===== src/rtl/uart_pkg.sv =====
// Shared types and constants for the buffered UART transmitter.
package uart_pkg;

    typedef enum logic [2:0] {
        IDLE,
        START,
        DATA,
        PARITY,
        STOP
    } tx_state_t;

    localparam int C_PARITY_NONE = 0;
    localparam int C_PARITY_EVEN = 1;
    localparam int C_PARITY_ODD  = 2;

    localparam int C_LSB_FIRST = 0;
    localparam int C_MSB_FIRST = 1;

    // Clock cycles per serial bit; integer floor of the ratio.
    function automatic int bit_ticks(input int freq, input int baud);
        return freq / baud;
    endfunction

endpackage


===== src/rtl/uart_tx_fifo.sv =====
// Synchronous FIFO feeding the UART transmitter; pointers carry an extra wrap bit.
module uart_tx_fifo
    import uart_pkg::*;
#(
    parameter int G_DATA_WIDTH = 8,
    parameter int G_ADDR_WIDTH = 4
) (
    input  logic                    clk,
    input  logic                    rst_n,
    input  logic                    i_wr_en,
    input  logic [G_DATA_WIDTH-1:0] i_wr_data,
    input  logic                    i_rd_en,
    output logic [G_DATA_WIDTH-1:0] o_rd_data,
    output logic                    o_full,
    output logic [G_ADDR_WIDTH:0]   o_level,
    output logic                    o_wr_err
);

    localparam int C_DEPTH = 2 ** G_ADDR_WIDTH;
    localparam int C_PTR_W = G_ADDR_WIDTH + 1;

    logic [G_DATA_WIDTH-1:0] mem_q [C_DEPTH];
    logic [C_PTR_W-1:0]      wr_ptr_q, wr_ptr_d;
    logic [C_PTR_W-1:0]      rd_ptr_q, rd_ptr_d;
    logic                    wr_err_q, wr_err_d;
    logic                    full;
    logic                    empty;
    logic                    wr_ok;
    logic                    rd_ok;

    always_comb begin
        // Equal low bits with differing wrap bits means the write side has lapped the read side.
        full     = (wr_ptr_q[G_ADDR_WIDTH] != rd_ptr_q[G_ADDR_WIDTH]) &&
                   (wr_ptr_q[G_ADDR_WIDTH-1:0] == rd_ptr_q[G_ADDR_WIDTH-1:0]);
        empty    = (wr_ptr_q == rd_ptr_q);
        wr_ok    = i_wr_en && !full;
        rd_ok    = i_rd_en && !empty;
        wr_ptr_d = wr_ptr_q + C_PTR_W'(wr_ok);
        rd_ptr_d = rd_ptr_q + C_PTR_W'(rd_ok);
        wr_err_d = i_wr_en && full;
    end

    always_ff @(posedge clk) begin
        if (!rst_n) begin
            wr_ptr_q <= '0;
            rd_ptr_q <= '0;
            wr_err_q <= 1'b0;
        end else begin
            wr_ptr_q <= wr_ptr_d;
            rd_ptr_q <= rd_ptr_d;
            wr_err_q <= wr_err_d;
        end
    end

    always_ff @(posedge clk) begin
        if (wr_ok) begin
            mem_q[wr_ptr_q[G_ADDR_WIDTH-1:0]] <= i_wr_data;
        end
    end

    assign o_rd_data = mem_q[rd_ptr_q[G_ADDR_WIDTH-1:0]];
    assign o_full    = full;
    assign o_level   = wr_ptr_q - rd_ptr_q;
    assign o_wr_err  = wr_err_q;

endmodule


===== src/rtl/uart_tx_buffered.sv =====
// Buffered UART transmitter: FIFO plus frame serialiser with configurable parity,
// stop bits, bit order and line polarity.
module uart_tx_buffered
    import uart_pkg::*;
#(
    parameter int G_CLOCK_FREQUENCY   = 50_000_000,
    parameter int G_BAUDRATE          = 115200,
    parameter int G_DATA_WIDTH        = 8,
    parameter int G_STOP_BIT_NUMBER   = 1,
    parameter int G_PARITY            = 0,
    parameter int G_FIRST_BIT         = 0,
    parameter int G_POLARITY          = 1,
    parameter int G_BUFFER_ADDR_WIDTH = 4
) (
    input  logic                         clk,
    input  logic                         rst_n,
    input  logic                         i_en,
    input  logic                         i_wr_en,
    input  logic [G_DATA_WIDTH-1:0]      i_wr_data,
    output logic                         o_full,
    output logic [G_BUFFER_ADDR_WIDTH:0] o_level,
    output logic                         o_wr_err,
    output logic                         o_busy,
    output logic                         o_tx_done,
    output logic                         o_tx
);

    localparam int                  C_BIT_TICKS    = bit_ticks(G_CLOCK_FREQUENCY, G_BAUDRATE);
    localparam int                  C_TICK_W       = $clog2(C_BIT_TICKS);
    localparam logic [C_TICK_W-1:0] C_TICK_LAST    = C_TICK_W'(C_BIT_TICKS - 1);
    localparam logic [C_TICK_W-1:0] C_TICK_PRELAST = C_TICK_W'(C_BIT_TICKS - 2);
    localparam logic [3:0]          C_DATA_LAST    = 4'(G_DATA_WIDTH - 1);
    localparam logic [3:0]          C_STOP_LAST    = 4'(G_STOP_BIT_NUMBER - 1);
    localparam logic                C_IDLE_LEVEL   = (G_POLARITY != 0);

    tx_state_t                 state_q, state_d;
    logic [C_TICK_W-1:0]       tick_q, tick_d;
    logic [3:0]                idx_q, idx_d;
    logic [G_DATA_WIDTH-1:0]   shift_q, shift_d;
    logic                      par_q, par_d;
    logic                      tx_q, tx_d;
    logic                      busy_q, busy_d;
    logic                      done_q, done_d;

    logic                      pop;
    logic                      tick_end;
    logic [G_DATA_WIDTH-1:0]   shifted;
    logic [G_DATA_WIDTH-1:0]   fifo_data;
    logic [G_BUFFER_ADDR_WIDTH:0] fifo_level;

    function automatic logic line_level(input logic b);
        return C_IDLE_LEVEL ? b : ~b;
    endfunction

    function automatic logic head_bit(input logic [G_DATA_WIDTH-1:0] s);
        return (G_FIRST_BIT == C_MSB_FIRST) ? s[G_DATA_WIDTH-1] : s[0];
    endfunction

    function automatic logic [G_DATA_WIDTH-1:0] advance(input logic [G_DATA_WIDTH-1:0] s);
        return (G_FIRST_BIT == C_MSB_FIRST) ? (s << 1) : (s >> 1);
    endfunction

    uart_tx_fifo #(
        .G_DATA_WIDTH (G_DATA_WIDTH),
        .G_ADDR_WIDTH (G_BUFFER_ADDR_WIDTH)
    ) u_fifo (
        .clk       (clk),
        .rst_n     (rst_n),
        .i_wr_en   (i_wr_en),
        .i_wr_data (i_wr_data),
        .i_rd_en   (pop),
        .o_rd_data (fifo_data),
        .o_full    (o_full),
        .o_level   (fifo_level),
        .o_wr_err  (o_wr_err)
    );

    always_comb begin
        state_d  = state_q;
        tick_d   = tick_q;
        idx_d    = idx_q;
        shift_d  = shift_q;
        par_d    = par_q;
        tx_d     = tx_q;
        done_d   = 1'b0;
        pop      = 1'b0;
        tick_end = (tick_q == C_TICK_LAST);
        shifted  = advance(shift_q);

        if (state_q != IDLE) begin
            tick_d = tick_end ? '0 : tick_q + C_TICK_W'(1);
        end

        // tx_d is always the level of the cycle that follows, so o_tx stays a plain flop.
        case (state_q)
            IDLE: begin
                tx_d = C_IDLE_LEVEL;
                if (i_en && (fifo_level != '0)) begin
                    pop     = 1'b1;
                    shift_d = fifo_data;
                    par_d   = (G_PARITY == C_PARITY_ODD) ? ~^fifo_data : ^fifo_data;
                    tick_d  = '0;
                    idx_d   = '0;
                    state_d = START;
                    tx_d    = line_level(1'b0);
                end
            end
            START: begin
                if (tick_end) begin
                    state_d = DATA;
                    tx_d    = line_level(head_bit(shift_q));
                end
            end
            DATA: begin
                if (tick_end) begin
                    if (idx_q == C_DATA_LAST) begin
                        idx_d = '0;
                        if (G_PARITY != C_PARITY_NONE) begin
                            state_d = PARITY;
                            tx_d    = line_level(par_q);
                        end else begin
                            state_d = STOP;
                            tx_d    = line_level(1'b1);
                        end
                    end else begin
                        idx_d   = idx_q + 4'd1;
                        shift_d = shifted;
                        tx_d    = line_level(head_bit(shifted));
                    end
                end
            end
            PARITY: begin
                if (tick_end) begin
                    state_d = STOP;
                    idx_d   = '0;
                    tx_d    = line_level(1'b1);
                end
            end
            STOP: begin
                // Raised one cycle early so the registered pulse lands on the final stop cycle.
                done_d = (idx_q == C_STOP_LAST) && (tick_q == C_TICK_PRELAST);
                if (tick_end) begin
                    if (idx_q == C_STOP_LAST) begin
                        state_d = IDLE;
                        idx_d   = '0;
                        tx_d    = C_IDLE_LEVEL;
                    end else begin
                        idx_d = idx_q + 4'd1;
                    end
                end
            end
            default: begin
                state_d = IDLE;
                tx_d    = C_IDLE_LEVEL;
            end
        endcase

        busy_d = (state_d != IDLE);
    end

    always_ff @(posedge clk) begin
        if (!rst_n) begin
            state_q <= IDLE;
            tick_q  <= '0;
            idx_q   <= '0;
            tx_q    <= C_IDLE_LEVEL;
            busy_q  <= 1'b0;
            done_q  <= 1'b0;
        end else begin
            state_q <= state_d;
            tick_q  <= tick_d;
            idx_q   <= idx_d;
            tx_q    <= tx_d;
            busy_q  <= busy_d;
            done_q  <= done_d;
        end
    end

    always_ff @(posedge clk) begin
        shift_q <= shift_d;
        par_q   <= par_d;
    end

    assign o_level   = fifo_level;
    assign o_busy    = busy_q;
    assign o_tx_done = done_q;
    assign o_tx      = tx_q;

endmodule

===== config.mk =====
export PLATFORM = sky130hd
export DESIGN_NAME = uart_tx_buffered
export DESIGN_NICKNAME = d
export VERILOG_FILES = /design/src/rtl/uart_pkg.sv /design/src/rtl/uart_tx_fifo.sv /design/src/rtl/uart_tx_buffered.sv
export SDC_FILE = /design/constraint.sdc
export NUM_CORES = 1
export LEC_CHECK = 0
export BUFFER_PORTS_ARGS = -buffer_cell sky130_fd_sc_hd__clkbuf_2
export CORE_MARGIN = 2
export CORE_UTILIZATION = 62
export DETAILED_ROUTE_END_ITERATION = 6
export GPL_TIMING_DRIVEN = 0
export PLACE_DENSITY = 0.79
export SLEW_MARGIN = 40
export SYNTH_ARGS = -nofsm -noshare
export SYNTH_HDL_FRONTEND = slang
export SYNTH_SLANG_ARGS = --single-unit

===== constraint.sdc =====
create_clock -name clk -period 4.4 [get_ports clk]
set_clock_uncertainty 0.05 [all_clocks]
set_input_delay 1.1 -clock clk [delete_from_list [all_inputs] [get_ports clk]]
set_output_delay 1.1 -clock clk [all_outputs]
set_load 0.01 [all_outputs]

=== Word-level counts from Yosys, hierarchy flattened ===
Memory sizes are Yosys's and may differ from the RTL's. A register that Yosys moved wholly into a read port is not among the register bits.
Cells that the tools add are included.

* Multiplexer cells: 36
* Reduce and logical (&&, ||, !) cells: 19
* Add/subtract/negate cells: 5
* Equality and inequality tests: 17

{| class="wikitable"
|+ Operator list
! kind !! count
|-
| 9-bit 2-to-1 mux || 4
|-
| 4-bit 2-to-1 mux || 7
|-
| 8-bit 2-to-1 mux || 3
|-
| 3-bit 2-to-1 mux || 7
|-
| 9-bit == test (second input constant) || 2
|-
| 4-bit case mux with 4 select lines || 1
|-
| 8-bit case mux with 2 select lines || 1
|-
| 3-bit case mux with 5 select lines || 1
|-
| 2-bit inequality test (second input constant) || 7
|-
| 1-bit 2-to-1 mux || 11
|-
| 5-bit by 1-bit adder with 5-bit output || 2
|-
| 5-bit AND reduction || 2
|-
| 9-bit by 1-bit adder with 9-bit output (second input constant) || 1
|-
| 3-bit by 2-bit == test with 1-bit output (second input constant) || 2
|-
| 1-bit logical AND || 6
|-
| 3-bit nonzero test || 2
|-
| 5-bit == test || 1
|-
| 1-bit case mux with 5 select lines || 1
|-
| 5-bit nonzero test || 1
|-
| 5-bit subtractor || 1
|-
| 4-bit by 1-bit adder with 4-bit output (second input constant) || 1
|-
| 4-bit by 3-bit == test with 1-bit output (second input constant) || 1
|-
| 4-bit == test || 1
|-
| 4-bit logical NOT || 1
|-
| 9 further kinds || 10
|}

* Register bits after elaboration: 38
* Memories kept: 1
* Memory bits (writable): 128
* Input bits: 12
* Output and inout port bits: 10
* Logic and storage cells: 88

{| class="wikitable"
|+ Memories
! name !! words !! width !! read ports !! clocked after Yosys merged registers in !! write ports !! line !! source
|-
| u_fifo.mem_q || 16 || 8 || 1 || 1 || 1 || uart_tx_fifo.sv:22 || <nowiki>logic [G_DATA_WIDTH-1:0] mem_q [C_DEPTH];</nowiki>
|}

=== Depth between registers and ports, before layout ===
* Depth in word-level cells: 8
* Mapped depth: 14
* Gate-level depth less buffers: 14

=== Cells and area by module ===
From an unflattened synthesis, not the netlist that was laid out.

* Cells, all modules: 459
* Area, all modules: 7191.9 um^2

{| class="wikitable"
|+ Modules (own cells, without submodules)
! module !! area an instance (um^2) !! seq. area each (um^2) !! cells an instance !! instances
|-
| uart_tx_fifo || 5740.5 || 4063.9 || 304 || 1
|-
| uart_tx_buffered || 1451.4 || 620.6 || 155 || 1
|}

=== Least setup slack after synthesis ===
OpenSTA, ideal clock, no wires.

* Kind: register to register
* From: register u_fifo.rd_ptr_q[1]
* To: memory u_fifo.mem_q[0][0], enable pin
* Setup slack: 1.296 ns
* Clock period less this slack: 3.104 ns
* Required time: 3.967 ns
* Buffers on the path: 2
* Setup time: 0.383 ns
* Cell stages (with the launch flop): 10
* Arrival time: 2.671 ns
* Cells stage by stage: dfxtp_1 buf_4 clkbuf_1 inv_1 ha_1 nand2_1 nor4_1 nor2b_1 or3b_1 nor3_1

* Cells in the longest elaborated chain, start to end: 6

{| class="wikitable"
|+ Ends and longest elaborated chain
! what !! line !! source
|-
| start, declared || uart_tx_fifo.sv:24 || <nowiki>logic [C_PTR_W-1:0] rd_ptr_q, rd_ptr_d;</nowiki>
|-
| start signal, assigned || uart_tx_fifo.sv:50 || <nowiki>rd_ptr_q <= rd_ptr_d;</nowiki>
|-
| 4-bit == test || uart_tx_fifo.sv:34 || <nowiki>(wr_ptr_q[G_ADDR_WIDTH-1:0] == rd_ptr_q[G_ADDR_WIDTH-1:0]);</nowiki>
|-
| 1-bit logical AND || uart_tx_fifo.sv:33 || <nowiki>full = (wr_ptr_q[G_ADDR_WIDTH] != rd_ptr_q[G_ADDR_WIDTH]) &&</nowiki>
|-
| named net o_full || uart_tx_buffered.sv:20 || <nowiki>output logic o_full,</nowiki>
|-
| 1-bit logical NOT || uart_tx_fifo.sv:36 || <nowiki>wr_ok = i_wr_en && !full;</nowiki>
|-
| 1-bit logical AND || uart_tx_fifo.sv:36 ||
|-
| 1-bit 2-to-1 mux || uart_tx_fifo.sv:56 || <nowiki>if (wr_ok) begin</nowiki>
|-
| 1-bit 2-to-1 mux (implied by the code) || uart_tx_fifo.sv:57 || <nowiki>mem_q[wr_ptr_q[G_ADDR_WIDTH-1:0]] <= i_wr_data;</nowiki>
|-
| end, declared || uart_tx_fifo.sv:22 ||
|}

The timed path passes the listed nets, and every way through them passes these cells.

=== Worst setup path after layout ===
* From: register u_fifo.rd_ptr_q[1]
* To: register u_fifo.rd_ptr_q[4]

* Cells in the longest elaborated chain, start to end: 7
* Elaborated cells on any way between the ends: 9
* Classes of those cells: add/sub: 2; eq/ne: 1; mux: 2; reduce/logical: 4

{| class="wikitable"
|+ Ends and longest elaborated chain
! what !! line !! source
|-
| 5-bit subtractor || uart_tx_fifo.sv:63 || <nowiki>assign o_level = wr_ptr_q - rd_ptr_q;</nowiki>
|-
| 5-bit nonzero test || uart_tx_buffered.sv:98 || <nowiki>if (i_en && (fifo_level != '0)) begin</nowiki>
|-
| 1-bit logical AND || uart_tx_buffered.sv:98 ||
|-
| 1-bit 2-to-1 mux || uart_tx_buffered.sv:98 ||
|-
| 1-bit 2-to-1 mux || uart_tx_buffered.sv:95 || <nowiki>case (state_q)</nowiki>
|-
| 1-bit logical AND || uart_tx_fifo.sv:37 || <nowiki>rd_ok = i_rd_en && !empty;</nowiki>
|-
| 5-bit by 1-bit adder with 5-bit output (*) || uart_tx_fifo.sv:39 || <nowiki>rd_ptr_d = rd_ptr_q + C_PTR_W'(rd_ok);</nowiki>
|}

Every way passes the cells marked *; elsewhere a longest branch is shown, timed or not.
A chain may end at the register's enable or synchronous reset.

==> summary.md <==
| Metric | Value |
|---|---|
| CTS buffer count | `17` |
| P_leak | `2.61 nW` |
| Reg clk slew, reported paths | `60 ps` |
| Hold crit path type | `flip-flop to flip-flop` |
| Area grow syn2layout | `12.2%` |
| Final Slew Violations | `0` |
| Simple logic cell fraction of the synthesized area | `0.0901` |
| Switching pwr | `1.09 mW` |
| Vias in the first global route | `3,920` |
| Routed WL | `between 10 and 15 mm` |
| # rows | `38` |
| Post-route minimum period | `3990 ps` |
| Initial antenna violation count | `0` |
| Worst-case clock buffer depth | `2` |
| Crit path DAT | `around 4200 ps` |
| Sequential share of the synthesized area | `0.664` |
| H-Tree Depth | `4` |
| Area of the multi-input gates | `around 0.0023 mm²` |
| Io pins | `22` |
| DRT iter0 DRCs | `426` |
| Clock tree sinks | `166` |
| Placed insts | `589` |
| Routed Antenna Nets | `0` |
| HP Start | `tick_q[1]$_SDFF_PN0_` |
| Clk_lat worst skew | `between 400 and 500 ps` |
| Sequential Power Share | `0.458` |
| Via-per-instance ratio | `6.39` |
| Hold Path Depth | `2` |
| Synthesis Warnings | `0` |
| WL/cell | `23.2 µm` |
| Fin area | `0.00792 mm²` |
| Fmax | `0.250 GHz` |
| Critical setup path kind | `flip-flop to flip-flop` |
| Max FO, Critical Path | `10` |
| Hold Buf Count CTS | `0` |
| Final period util | `0.908` |
| Adder-Cell Fraction of Synth Area | `0.0259` |
| Hold Violations, Final | `0` |
| Post-Synth XOR/XNOR Area | `0.0174` |
| Post-DP HPWL | `9.22 mm` |
| Logic pwr share | `0.210` |
| Syn_area_per_cell | `16.4 µm²` |
| Post-synth cell types | `48` |
| Post-synth EDFFs | `136` |
| R2r endpoint | `u_fifo.rd_ptr_q[4]$_SDFF_PN0_` |
| Initial Util | `0.642` |
| Cts repair resizes | `0` |
| CTS Root Cell | `clkbuf_16` |
| Net Sw Frac | `0.273` |
| Gr usage total | `0.246` |
| # fillers | `roughly 650` |
| Area of the core | `around 0.011 mm²` |
| Residual DRC | `0` |
| Fin Setup TNS | `0 ps` |
| Vias | `around 4,000` |
| CTS tree | `yes` |
| Unrepaired setup endpoints after global routing | `false` |
| Combinational family with the most area after synthesis | `multiplexers` |
| Layout cells sized above 1 | `0.222` |
| P_int | `just under 3 mW` |
| Post-synthesis async set-or-reset flop share | `0` |
| Largest net degree at the start of global routing | `17` |
| Slew HR | `0.435` |
| Flip-flop and latch area | `0.00468 mm²` |
| Max Cap Viol | `0` |
| Final #Nets | `494` |
| Startpoint Class | `flip-flop` |
| FF-to-FF setup slack | `410 ps` |
| Primary FF master, synth | `edfxtp_1` |
| Status | `completed` |
| N_diodes | `0` |
| Clock Power Share | `0.332` |
| #FFs+latches synth | `166` |
| Slew @ Worst Pin | `between 800 and 900 ps` |
| Post CTS Setup Buffer Count | `0` |
| Post-Layout Cell Count | `621` |
| Post-Synthesis Net Count | `between 400 and 500` |
| Final RePlAce weighted congestion | `0.831` |
| Height of the chip | `approximately 110 µm` |
| FF-to-FF Start | `u_fifo.rd_ptr_q[1]$_SDFF_PN0_` |
| Global-route wire length before repair | `22.0 mm` |
| R2r worst-path depth | `14` |
| CP Capture Type | `flip-flop` |
| Die X | `111 µm` |
| Mapped cell area | `0.00706 mm²` |
| Mux cell area share after synthesis | `0.146` |
| Placed instance area | `0.00736 mm²` |
| Endpoints failing setup | `0` |
| Full die area | `0.0122 mm²` |
| Drt pass-1 iters | `5` |
| GRT Residual Overflow | `0` |
| Critical Path RT | `~4600 ps` |
| # port buffers | `20` |
| Worst Hold End | `tick_q[1]$_SDFF_PN0_` |
| Post-synthesis cell count | `between 400 and 500` |
| Worst VDD drop | `between 0.3 and 0.4 mV` |
| PwrDens | `just over 500 mW/mm²` |
| Synth Area in Compound Gates | `0.0326` |
==> power groups by stage <==
| stage | Sequential, mW | Combinational, mW | Clock (mW) |
|---|---|---|---|
| 2_1_floorplan | 1.86 | 0.612 | 0 |
| 3_3_place_gp | 1.86 | 0.805 | 0 |
| 3_5_place_dp | 1.87 | 0.827 | 0 |
| 4_1_cts | 1.84 | 0.841 | 1.34 |
| 5_1_grt | 1.85 | 0.901 | 1.40 |
| 6_report | 1.84 | 0.843 | 1.33 |
==> critical path, cell delays in order (launching register included) <==
cell,delay [ps]
dfxtp_1,350
buf_4,180
clkbuf_1,550
inv_1,200
fa_1,510
xor2_1,200
nor3_1,250
nor2_1,130
nor3_1,550
a21oi_1,90
ha_1,240
ha_1,220
nand3_1,130
xor2_1,170
nor2_1,60
==> synthesized netlist by cell type (4+ instances only) <==
master,n,area share
edfxtp_1,136,0.58
mux4_1,13,0.048
mux4_2,27,0.086
mux2_2,7,0.011
ha_1,13,0.023
o21ai_1,6,0.0043
xnor2_1,8,0.0099
dfxtp_1,30,0.085
nand2b_1,4,0.0035
nand2_1,12,0.0064
clkbuf_1,10,0.0053
xor2_1,6,0.0074
nand4_1,4,0.0035
and2_1,5,0.0044
nor3_1,10,0.0071
a21oi_1,11,0.0078
nor2_1,39,0.021
nand3_1,21,0.015
inv_1,12,0.0064
nand3b_1,4,0.0043
o21ai_0,6,0.0043
==> how the worst max path moves through the flow <==
stage,slack (ps),from,to,depth (start not counted)
after floorplan,1300,u_fifo.rd_ptr_q[1]$_SDFF_PN0_,u_fifo.mem_q[0][0]$_DFFE_PP_,9
after global placement,460,u_fifo.rd_ptr_q[1]$_SDFF_PN0_,u_fifo.mem_q[0][2]$_DFFE_PP_,9
after CTS,500,u_fifo.rd_ptr_q[1]$_SDFF_PN0_,u_fifo.rd_ptr_q[4]$_SDFF_PN0_,14
after detailed placement,530,u_fifo.rd_ptr_q[1]$_SDFF_PN0_,u_fifo.rd_ptr_q[4]$_SDFF_PN0_,14
final,410,u_fifo.rd_ptr_q[1]$_SDFF_PN0_,u_fifo.rd_ptr_q[4]$_SDFF_PN0_,14
after global routing,230,u_fifo.rd_ptr_q[1]$_SDFF_PN0_,u_fifo.rd_ptr_q[4]$_SDFF_PN0_,14
==> per-stage QoR <==
stage,setup WS (ps),util,hold slack (ps),power (mW)
finish,406,0.721,468,4.01
global route,231,0.721,498,4.15
CTS,498,0.718,467,4.02
detailed placement,531,0.670,449,2.70
global placement,460,0.667,440,2.67
floorplan,1300,-,422,2.47
==> final cells by class <==
cell class / count / area share
inverters: 13 / 0.00617
clock buffers: 18 / 0.0542
multi-input cells: 233 / 0.285
plain buffers: 17 / 0.0155
clock inverters: 14 / 0.0128
flip-flops and latches: 166 / 0.592
repair buffers: 20 / 0.0126
well taps: 140 / 0.0221
==> registers in the layout, summed over array words and instances (netlist names) <==
register         count
o_busy               1
u_fifo.rd_ptr_q      5
tick_q               9
state_q              3
idx_q                4
o_tx_done            1
shift_q              8
u_fifo.wr_ptr_q      5
u_fifo.o_wr_err      1
o_tx                 1
u_fifo.mem_q       128
==> cell families after synthesis <==
kind of cell	after synthesis
AO/OA/AOI/OAI	37
multiplexers	47
flip-flops	166
AND/OR/NAND/NOR	121
buffers and inverters	30
XOR/XNOR	14
adder cells (fa/ha/maj)	14
==> per-layer routing <==
layer	GRT usage	wire length, µm	vias up
met1	0.323	5820	2002
met4	0.105	428	0
met5	0	0	-
met2	0.406	7240	155
li1	-	-	1775
met3	0.0508	898	38
==> placed cells by master (no fill, tap or decap), types with 3 or more instances in the layout <==
cell,count
xnor2_1,8
buf_4,3
dfxtp_1,30
clkbuf_16,17
nand3b_1,4
mux4_2,27
edfxtp_1,136
a21oi_1,11
clkbuf_2,20
o21ai_0,5
nor4_1,3
nor3_4,3
nand2_1,12
nor2_1,33
o21ai_1,7
and2_1,5
inv_1,12
nand3_1,21
or3_1,3
a31oi_1,3
nor2b_1,3
mux2_2,7
xor2_1,6
nand2b_1,4
nor2_2,6
inv_6,5
mux4_1,13
clkbuf_1,11
clkinv_2,5
nand4_1,4
ha_1,13
nor3_2,3
nor3_1,6
Power figures use the tool's default switching activity.
